===== config.mk =====
export PLATFORM = sky130hd
export DESIGN_NAME = mips_bus_arbiter
export DESIGN_NICKNAME = d
export VERILOG_FILES = /design/src/rtl/mips_bus_arbiter.sv
export SDC_FILE = /design/constraint.sdc
export NUM_CORES = 1
export LEC_CHECK = 0
export CORE_AREA = 5 5 130 132
export CTS_CLUSTER_DIAMETER = 200
export CTS_CLUSTER_SIZE = 28
export DETAILED_ROUTE_END_ITERATION = 10
export DIE_AREA = 0 0 135 137
export GPL_TIMING_DRIVEN = 0
export PLACE_DENSITY = 0.7
export SLEW_MARGIN = 25
export SYNTH_ARGS = -nofsm -noshare
export SYNTH_HDL_FRONTEND = slang
export SYNTH_SLANG_ARGS = --single-unit

===== constraint.sdc =====
create_clock -name clk -period 5.2 [get_ports clk]
set_input_delay 1.04 -clock clk [delete_from_list [all_inputs] [get_ports clk]]
set_output_delay 1.04 -clock clk [all_outputs]
set_load 0.01 [all_outputs]

===== src/rtl/mips_bus_arbiter.sv =====
// Two-master round-robin arbiter in front of the test memory bus.
// Out-of-window or read+write requests are completed locally and latched as errors.
module mips_bus_arbiter #(
  parameter logic [31:0] BASE   = 32'hBFC00000,
  parameter logic [31:0] SIZE   = 32'h00008000,
  parameter int          DATA_W = 32
) (
  input  logic              clk,
  input  logic              reset,
  input  logic [31:0]       m0_address,
  input  logic              m0_read,
  input  logic              m0_write,
  input  logic [DATA_W-1:0] m0_writedata,
  input  logic [3:0]        m0_byteenable,
  output logic              m0_waitrequest,
  output logic [DATA_W-1:0] m0_readdata,
  input  logic [31:0]       m1_address,
  input  logic              m1_read,
  input  logic              m1_write,
  input  logic [DATA_W-1:0] m1_writedata,
  input  logic [3:0]        m1_byteenable,
  output logic              m1_waitrequest,
  output logic [DATA_W-1:0] m1_readdata,
  output logic [31:0]       s_address,
  output logic              s_read,
  output logic              s_write,
  output logic [DATA_W-1:0] s_writedata,
  output logic [3:0]        s_byteenable,
  input  logic              s_waitrequest,
  input  logic [DATA_W-1:0] s_readdata,
  output logic              err,
  output logic [31:0]       err_addr
);

  typedef enum logic [2:0] {IDLE, GNT0, GNT1, ERR0, ERR1} state_t;

  state_t      state, state_nxt;
  logic        last_srv, last_nxt;
  logic        set_err;
  logic [31:0] blk_addr;
  logic        m0_req, m1_req, pick1, bad;
  logic [31:0] win_addr;
  logic        win_rd, win_wr;

  // Unsigned window test; BASE+SIZE is assumed not to wrap.
  function automatic logic in_window(input logic [31:0] addr);
    return (addr >= BASE) && ((addr - BASE) < SIZE);
  endfunction

  assign m0_req = m0_read | m0_write;
  assign m1_req = m1_read | m1_write;

  always_comb begin
    state_nxt      = state;
    last_nxt       = last_srv;
    set_err        = 1'b0;
    blk_addr       = '0;
    m0_waitrequest = 1'b1;
    m1_waitrequest = 1'b1;
    m0_readdata    = '0;
    m1_readdata    = '0;
    s_address      = '0;
    s_read         = 1'b0;
    s_write        = 1'b0;
    s_writedata    = '0;
    s_byteenable   = '0;
    // On a tie the master not served last wins.
    pick1          = m1_req && (!m0_req || !last_srv);
    win_addr       = pick1 ? m1_address : m0_address;
    win_rd         = pick1 ? m1_read : m0_read;
    win_wr         = pick1 ? m1_write : m0_write;
    bad            = !in_window(win_addr) || (win_rd && win_wr);

    case (state)
      IDLE: begin
        if (m0_req || m1_req) begin
          if (pick1) state_nxt = bad ? ERR1 : GNT1;
          else       state_nxt = bad ? ERR0 : GNT0;
        end
      end
      GNT0: begin
        s_address    = m0_address;
        s_read       = m0_read;
        s_write      = m0_write;
        s_writedata  = m0_writedata;
        s_byteenable = m0_byteenable;
        if (!s_waitrequest) begin
          m0_waitrequest = 1'b0;
          m0_readdata    = s_readdata;
          last_nxt       = 1'b0;
          state_nxt      = IDLE;
        end
      end
      GNT1: begin
        s_address    = m1_address;
        s_read       = m1_read;
        s_write      = m1_write;
        s_writedata  = m1_writedata;
        s_byteenable = m1_byteenable;
        if (!s_waitrequest) begin
          m1_waitrequest = 1'b0;
          m1_readdata    = s_readdata;
          last_nxt       = 1'b1;
          state_nxt      = IDLE;
        end
      end
      ERR0: begin
        m0_waitrequest = 1'b0;
        last_nxt       = 1'b0;
        set_err        = 1'b1;
        blk_addr       = m0_address;
        state_nxt      = IDLE;
      end
      ERR1: begin
        m1_waitrequest = 1'b0;
        last_nxt       = 1'b1;
        set_err        = 1'b1;
        blk_addr       = m1_address;
        state_nxt      = IDLE;
      end
      default: state_nxt = IDLE;
    endcase
  end

  always_ff @(posedge clk) begin
    if (reset) begin
      state    <= IDLE;
      last_srv <= 1'b1;
      err      <= 1'b0;
      err_addr <= '0;
    end else begin
      state    <= state_nxt;
      last_srv <= last_nxt;
      if (set_err) begin
        err <= 1'b1;
        if (!err) err_addr <= blk_addr;
      end
    end
  end

endmodule


# == After elaboration in Yosys (flattened, before gate mapping) ==
# Cells that the tools add are included.
# word_totals
regBits,37
inputBits,175
out_inout_bits,169
elab_cells,59
# op_classes
addsub,1
magnitude_cmp,2
n_eq_ne,8
mux,25
n_bitwise,3
n_reduce_logical,16
# op_table
cell,n
$pmux W32 S2,3
$mux W32,4
$ge A32 B32 Y1 const B,1
$lt A32 B16 Y1 const B,1
$sub A32 B32 Y32 const B,1
$mux W3,4
$ne A2 B2 Y1 const B,4
$pmux W1 S2,4
$pmux W4 S2,1
$eq A3 B2 Y1 const B,2
$mux W1,6
$pmux W3 S2,1
$pmux W1 S4,1
$reduce_and A2 Y1,2
$reduce_bool A4 Y1,1
$reduce_or A2 Y1,2
$eq A3 B1 Y1 const B,1
$eq A3 B3 Y1 const B,1
$logic_and A1 B1 Y1,3
$logic_not A1 Y1,3
$logic_not A3 Y1,1
$logic_or A1 B1 Y1,3
$reduce_and A3 Y1,1
$mux W2,1
other kinds (2),3

# == Longest topological paths before layout ==
# Gate-level depths: netlist of the first run.
# logic_depth
ltp_word,14
ltp_mapped,7
depth_no_buf,7

# == Worst setup path after synthesis of the first run ==
# Ideal clock, no wire load.
# synth_path
path_type,input port to output port
start,input port s_waitrequest
end,output port m0_readdata[10]
arrival_time_ns,1.657
required_ns,4.160
slack_ns,2.503
stages,4
path_buffers,1
cell_sequence,clkinv_1 > clkbuf_1 > nand2_1 > nor2_1
# synth_via
elab_chain_len,2
# synth_lines
item,line,text
from (decl),29,"input logic s_waitrequest,"
$mux W32,87,if (!s_waitrequest) begin
$mux W32,74,case (state)
to (decl),16,"output logic [DATA_W-1:0] m0_readdata,"
# Every way passes these cells.

# == Worst setup path in the final report of the first run ==
# layout_path
start,input port s_waitrequest
end,output port m1_readdata[7]
# layout_via
elab_chain_len,2
# layout_lines
item,line,text
$mux W32,100,if (!s_waitrequest) begin
$mux W32,74,
to (decl),23,"output logic [DATA_W-1:0] m1_readdata,"
# Every way passes these cells.

==> summary.md, run 1 <==
| Metric | Value |
|---|---|
| Global route overflow | `0` |
| Number of synthesized register bits | `37` |
| Core Area | `0.0156 sq mm` |
| Warnings from Yosys | `0` |
| # Max-Cap Violations | `0` |
| HP Start | `last_srv` |
| Hold Violations, Final | `0` |
| Top post-synthesis cells by area | `dfxtp_1 26%, a22o_1 21%, a211oi_2 13%` |
| Final worst-path cycle share | `77.2%` |
| Layout cell share with drive strength beyond 1 | `6.12%` |
| FP Rows | `46` |
| Critical setup path kind | `input port to output pin` |
| Leak | `0.00234 uW` |
| Root buf cell | `clkbuf_16` |
| Sw Share | `37.4%` |
| Slew margin rel. | `51.2%` |
| DP Worst Slack | `1.17 ns` |
| Vias in the first global route | `4441` |
| CP Max Fanout | `10` |
| Num ports | `344` |
| CTS Buffer Depth | `2` |
| Synth async-reset ratio | `0%` |
| Critical Path RT | `4.16 ns` |
| Port Buffers | `342` |
| Internal power | `1160 uW` |
| Gr usage total | `19.6%` |
| WL final | `19600 um` |
| Peak supply drop | `185 uV` |
| Syn nets | `561` |
| Die Y | `137 um` |
| Synth area leader | `dfxtp_1` |
| Clk_skew | `0.0112 ns` |
| Die Span X | `135 um` |
| Worst min-delay path class | `register to register` |
| Main synth FF type | `dfxtp_1` |
| Hold depth | `2` |
| Drt pass-1 iters | `4` |
| Actual slew at the worst max-slew pin | `0.732 ns` |
| Critical path arrival | `2.97 ns` |
| Core Util, Final | `43.4%` |
| Worst skew pair latency | `0.29 ns` |
| Initial Utilization | `18.6%` |
| Via density | `4.66` |
| Met2 Track Usage GR | `34.2%` |
| Fillers | `1570` |
| Endpoints failing setup | `0` |
| Num CTS Buffers | `5` |
| Register area share after synthesis | `25.6%` |
| Setup_tns | `0 ns` |
| Path depth of the worst reg2reg path | `4` |
| Post_cts resized | `0` |
| Post-route minimum period | `4.01 ns` |
| Slew Viols, Final | `0` |
| Post-synth EDFFs | `0` |
| Cells after synthesis | `385` |
| Mean Syn Cell Area | `7.53 sq um` |
| Worst-path clk slew | `0.06 ns` |
| Beginning of the worst register-to-register path | `state[2]` |
| Outcome | `finished, final reports clean` |
| Netlist cell types | `32` |
| Initial antenna violation count | `0` |
| Reg2reg end | `err_addr[4]` |
| Placed wire-length estimate | `16000 um` |
| Largest net degree at the start of global routing | `14` |
| H-tree Lvls | `2` |
| Sw Pwr | `691 uW` |
| Die area | `0.0185 sq mm` |
| Yosys top cell area share | `25.6%` |
| Global-route track usage on met3 | `4.89%` |
| Wire per inst | `20.7 um` |
| Critical Path Sink Type | `output pin` |
| Clk sinks | `37` |
| Residual DRC | `0` |
| Post-CTS Setup Inserts | `0` |
| Power Density | `273 mW/mm^2` |
| RSZ-0062 raised after global routing | `false` |
| Nets | `910` |
| Met1 Use GR | `24.4%` |
| RePlAce Congestion | `0.849` |
| Final WS setup | `1.19 ns` |
| End of the worst hold path | `last_srv` |
| Clock share of power | `19.1%` |
| Nature of the critical path startpoint | `input port` |
| Hold Slack | `0.481 ns` |
| First-pass GRT wire length | `27700 um` |
| Hold_buf cts | `0` |
| Busiest grt layer | `met2` |
| Final ANT Viol Nets | `0` |
| Combinational power share | `61.7%` |
| R2R Setup Slk | `3.37 ns` |
| First DRT Iteration DRCs | `226` |
| Synth-to-Final Area Change | `133%` |
| DR vias | `4428` |
| Most common cell after layout, fill and taps aside | `clkdlybuf4s50_1` |
| Diode count | `0` |
| Commonest non-fill, non-tap cells in the layout | `342 x clkdlybuf4s50_1, 99 x nor2_1, 70 x a22o_1` |
| Seq. cell area | `741 sq um` |
| Synth Cell Area | `0.00290 sq mm` |
| Total power | `1850 uW` |
| CTS tree | `done` |
| Sequential Power Share | `19.2%` |
| Max Clk Rate | `0.249 GHz` |
| Footprint of the multi-input gates | `0.00195 sq mm` |
[routing by layer]
layer	share of wire [%]	wire, um	up-vias
met5	0	0	-
met4	1.6	310	0
met3	9.2	1820	18
met2	49	9690	216
met1	40	7830	2047
li1	-	-	2147
[synth_stat cells, types with 2 or more instances]
cell type  number
a211oi_1        2
a211oi_2       30
a21oi_1         2
a22o_1         70
a22oi_1         2
buf_6           5
clkbuf_1       37
dfxtp_1        37
inv_1           2
nand2_1        36
nand3b_1        3
nand4_1         3
nor2_1         99
nor2b_1         2
nor3_1          2
nor4_1          2
nor4b_1         2
o21ai_0         3
o22ai_1        32
or4_1           2
[through the flow]
step,std cells,instance area (sq um)
floorplan,385,2900
global placement,943,6590
detailed placement,943,6590
CTS,951,6760
global route,951,6760
finish,951,6760
[cell type report]
class                           instances  share of cell area, %
Timing Repair Buffer                  342                   50.6
Multi-Input combinational cell        302                   28.8
Sequential cell                        37                   11.0
Tap cell                              216                   4.00
Buffer                                 43                   2.96
Clock buffer                            5                   1.85
Clock inverter                          3                  0.684
Inverter                                3                  0.166
[power by group through the flow]
stage / Clock, uW / Combinational [uW] / Sequential, uW
after floorplan: 0 / 466 / 375
after global placement: 0 / 1150 / 357
after detailed placement: 0 / 1150 / 359
after CTS: 360 / 1150 / 354
after global routing: 369 / 1210 / 359
final: 353 / 1140 / 354
[worst max path at each step]
stage / to / cells past startpoint / from / slack [ns]
2_1_floorplan: m0_readdata[10] / 4 / s_waitrequest / 2.50
3_3_place_gp: m0_readdata[7] / 6 / s_waitrequest / 1.18
3_5_place_dp: m1_readdata[7] / 6 / s_waitrequest / 1.17
4_1_cts: m1_readdata[7] / 6 / s_waitrequest / 1.17
5_1_grt: m1_readdata[7] / 6 / s_waitrequest / 1.06
6_report: m1_readdata[7] / 6 / s_waitrequest / 1.19
[flip-flops by register name, summed over array words and instances (netlist names)]
| name | cells |
|---|---|
| last_srv | 1 |
| err_addr | 32 |
| err | 1 |
| state | 3 |
[critical path, cell delays in order]
cell and delay [ns]:
clkdlybuf4s50_1 0.48, clkinv_1 0.19, clkbuf_1 0.38, nand2_1 0.17
nor2_1 0.12, clkdlybuf4s50_1 0.59
[cell families after synthesis]
logic type               after synthesis  share of synthesized area [%]
AND/OR/NAND/NOR                      156                           22.5
AO/OA/AOI/OAI                        145                           44.2
buffers and inverters                 46                           7.29
flip-flops                            37                           25.6
adder cells (fa/ha/maj)                1                          0.432
No activity file was read; power rests on OpenSTA's default activity.
==> run 2: changes to the inputs <==
--- a/config.mk
+++ b/config.mk
@@ -11,7 +11,7 @@
 export DETAILED_ROUTE_END_ITERATION = 10
 export DIE_AREA = 0 0 135 137
 export GPL_TIMING_DRIVEN = 0
-export PLACE_DENSITY = 0.7
+export PLACE_DENSITY = 0.72
 export SLEW_MARGIN = 25
 export SYNTH_ARGS = -nofsm -noshare
 export SYNTH_HDL_FRONTEND = slang
==> constraint.sdc (replaced) <==
create_clock -name clk -period 3.3 [get_ports clk]
set_input_delay 0.66 -clock clk [delete_from_list [all_inputs] [get_ports clk]]
set_output_delay 0.66 -clock clk [all_outputs]
set_load 0.01 [all_outputs]
==> run 2 against run 1 <==
Net effect: design area increased by 0.37%; clock skew about the same; highest routed layer unchanged; first-iteration DRC count increased by 33%; global-route usage decreased by 0.12 points; sequential power increased by 57%.
==> summary.md, run 2 (same netlist as run 1, synthesis figures left out) <==
| Metric | Value |
|---|---|
| Layout cell share with drive strength beyond 1 | `8.30% (+2.2 points)` |
| Diode count | `0 (unchanged)` |
| Vias in the first global route | `4558 (+2.6%)` |
| Placed wire-length estimate | `16000 um (-0.45%)` |
| Worst-path clk slew | `0.07 ns (about the same)` |
| Initial antenna violation count | `0 (unchanged)` |
| Core Area | `0.0156 sq mm (unchanged)` |
| Combinational power share | `61.3% (-0.4 points)` |
| Outcome | `finished, final reports clean` |
| RePlAce Congestion | `0.850 (+0.11%)` |
| Critical setup path kind | `register to output pin` |
| Post-CTS Setup Inserts | `0 (unchanged)` |
| Endpoints failing setup | `0 (unchanged)` |
| CP Max Fanout | `10 (unchanged)` |
| Actual slew at the worst max-slew pin | `0.764 ns (+0.0316 ns)` |
| First DRT Iteration DRCs | `300 (+33%)` |
| Leak | `0.00239 uW (+2.4%)` |
| Biggest register | `err_addr` |
| Worst min-delay path class | `register to register` |
| Die Y | `137 um (unchanged)` |
| Clk sinks | `37 (unchanged)` |
| Internal power | `1850 uW (+60%)` |
| Worst skew pair latency | `0.29 ns (about the same)` |
| Die Span X | `135 um (unchanged)` |
| Largest register FFs | `32 (unchanged)` |
| Final worst-path cycle share | `94.5%` |
| CP bufs+invs | `3 (-1)` |
| Hold_buf cts | `0 (unchanged)` |
| Critical path's slowest cell | `clkdlybuf4s50_1` |
| Synth-to-Final Area Change | `134%` |
| Crit-path cells | `nor2b_1 > nor2b_1 > buf_2 > clkbuf_1 > a22o_1 > clkdlybuf4s50_1` |
| Setup_tns | `0 ns (unchanged)` |
| Post-route minimum period | `3.12 ns` |
| Wire per inst | `20.7 um (about the same)` |
| Critical Path Sink Type | `output pin` |
| RSZ-0062 raised after global routing | `false` |
| Via density | `4.75 (+2.0%)` |
| Slowest stage delay, CP | `0.59 ns (about the same)` |
| Final ANT Viol Nets | `0 (unchanged)` |
| CP most frequent cell | `nor2b_1` |
| Sw Share | `37.3% (-0.18 points)` |
| Drt pass-1 iters | `4 (unchanged)` |
| Num CTS Buffers | `5 (unchanged)` |
| CTS Buffer Depth | `2 (unchanged)` |
| Largest net degree at the start of global routing | `13 (-1)` |
| CTS tree | `done` |
| Nets | `910 (unchanged)` |
| Top Registers | `err_addr: 32 flops, state: 3 flops` |
| Root buf cell | `clkbuf_16` |
| # Max-Cap Violations | `0 (unchanged)` |
| Sw Pwr | `1100 uW (+59%)` |
| Sequential Power Share | `18.9% (-0.3 points)` |
| Gr usage total | `19.5% (-0.12 points)` |
| Power Density | `434 mW/mm^2 (+59%)` |
| Peak supply drop | `237 uV (+28%)` |
| Max Clk Rate | `0.321 GHz` |
| Critical Path RT | `2.64 ns (-1.52 ns)` |
| First-pass GRT wire length | `27700 um (-0.23%)` |
| Clk_skew | `0.0110 ns (-0.000232 ns)` |
| Global route overflow | `0 (unchanged)` |
| Port Buffers | `342 (unchanged)` |
| Slew margin rel. | `49.1% (-2.1 points)` |
| Commonest non-fill, non-tap cells in the layout | `342 x clkdlybuf4s50_1, 99 x nor2_1, 70 x a22o_1` |
| Clock share of power | `19.8% (+0.7 points)` |
| Num ports | `344 (unchanged)` |
| Nature of the critical path startpoint | `register` |
| Slew Viols, Final | `0 (unchanged)` |
| WL final | `19600 um (about the same)` |
| DR vias | `4518 (+2.0%)` |
| Top delay family on crit path | `buffers and inverters` |
| Core Util, Final | `43.5% (+0.16 points)` |
| Residual DRC | `0 (unchanged)` |
| Die area | `0.0185 sq mm (unchanged)` |
| Critical path arrival | `2.46 ns (-0.51 ns)` |
| Most common cell after layout, fill and taps aside | `clkdlybuf4s50_1` |
| H-tree Lvls | `2 (unchanged)` |
| Hold Violations, Final | `0 (unchanged)` |
| FP Rows | `46 (unchanged)` |
| Initial Utilization | `18.6% (unchanged)` |
-- run 2: timing repair --
| item | 4_1_cts | 5_1_grt |
|---|---|---|
| gates resized for setup | 8 | 16 |
| endpoints found under the hold margin | 0 | 0 |
| gates cloned | 0 | 0 |
| endpoints found under the setup margin | 32 | 62 |
-- run 2: final timing paths --
kind	to	depth (start not counted)	slack, ns	startpoint
max	s_writedata[2]	6	0.18	state[0]
min	last_srv	2	0.50	last_srv
max reg2reg	err_addr[13]	6	1.53	state[1]
min reg2reg	last_srv	2	0.50	last_srv
-- run 2: power by group through the flow --
stage	combinational, uW	sequential, uW	clock [uW]
finish	1810	557	582
global route	1920	565	613
CTS	1820	557	595
detailed placement	1810	565	0
global placement	1810	564	0
floorplan	734	590	0
-- run 2: stage by stage --
step | area, sq um | total power (uW) | hold slack, ns | std cells | setup slack [ns]
floorplan | 2900 | 1320 | 0.431 | 385 | 1.01
global placement | 6590 | 2370 | 0.475 | 943 | 0.0399
detailed placement | 6590 | 2370 | 0.486 | 943 | 0.0174
CTS | 6780 | 2970 | 0.501 | 951 | 0.00896
global route | 6790 | 3090 | 0.531 | 951 | 0.0181
finish | 6790 | 2950 | 0.496 | 951 | 0.182
-- run 2: worst min-delay path: stages (launching register included) --
cell and delay [ns]:
dfxtp_1 0.34, a21oi_1 0.07, nand2_1 0.06
-- run 2: layout make-up --
type / count / area (sq um)
plain buffers: 43 / 220
clock buffers: 6 / 139
clock inverters: 2 / 37.5
fillers: 1547 / 8810
inverters: 3 / 11.3
multi-input cells: 302 / 1950
flip-flops and latches: 37 / 741
well taps: 216 / 270
repair buffers: 342 / 3420
-- run 2: routing by layer --
metal | wire length [um] | vias to the layer above | global-route usage, %
li1 | - | 2131 | -
met2 | 9470 | 237 | 33.5
met1 | 7830 | 2117 | 23.4
met3 | 1740 | 33 | 5.15
met5 | 0 | - | 0
met4 | 607 | 0 | 6.94
==> run 3: changes to the inputs <==
--- a/config.mk
+++ b/config.mk
@@ -11,6 +11,7 @@
 export DETAILED_ROUTE_END_ITERATION = 10
 export DIE_AREA = 0 0 135 137
 export GPL_TIMING_DRIVEN = 0
+export HOLD_SLACK_MARGIN = 0.02
 export PLACE_DENSITY = 0.72
 export SLEW_MARGIN = 25
 export SYNTH_ARGS = -nofsm -noshare
==> results of run 3 <==
No change in the layout: final DEF, timing and power equal those of run 2.
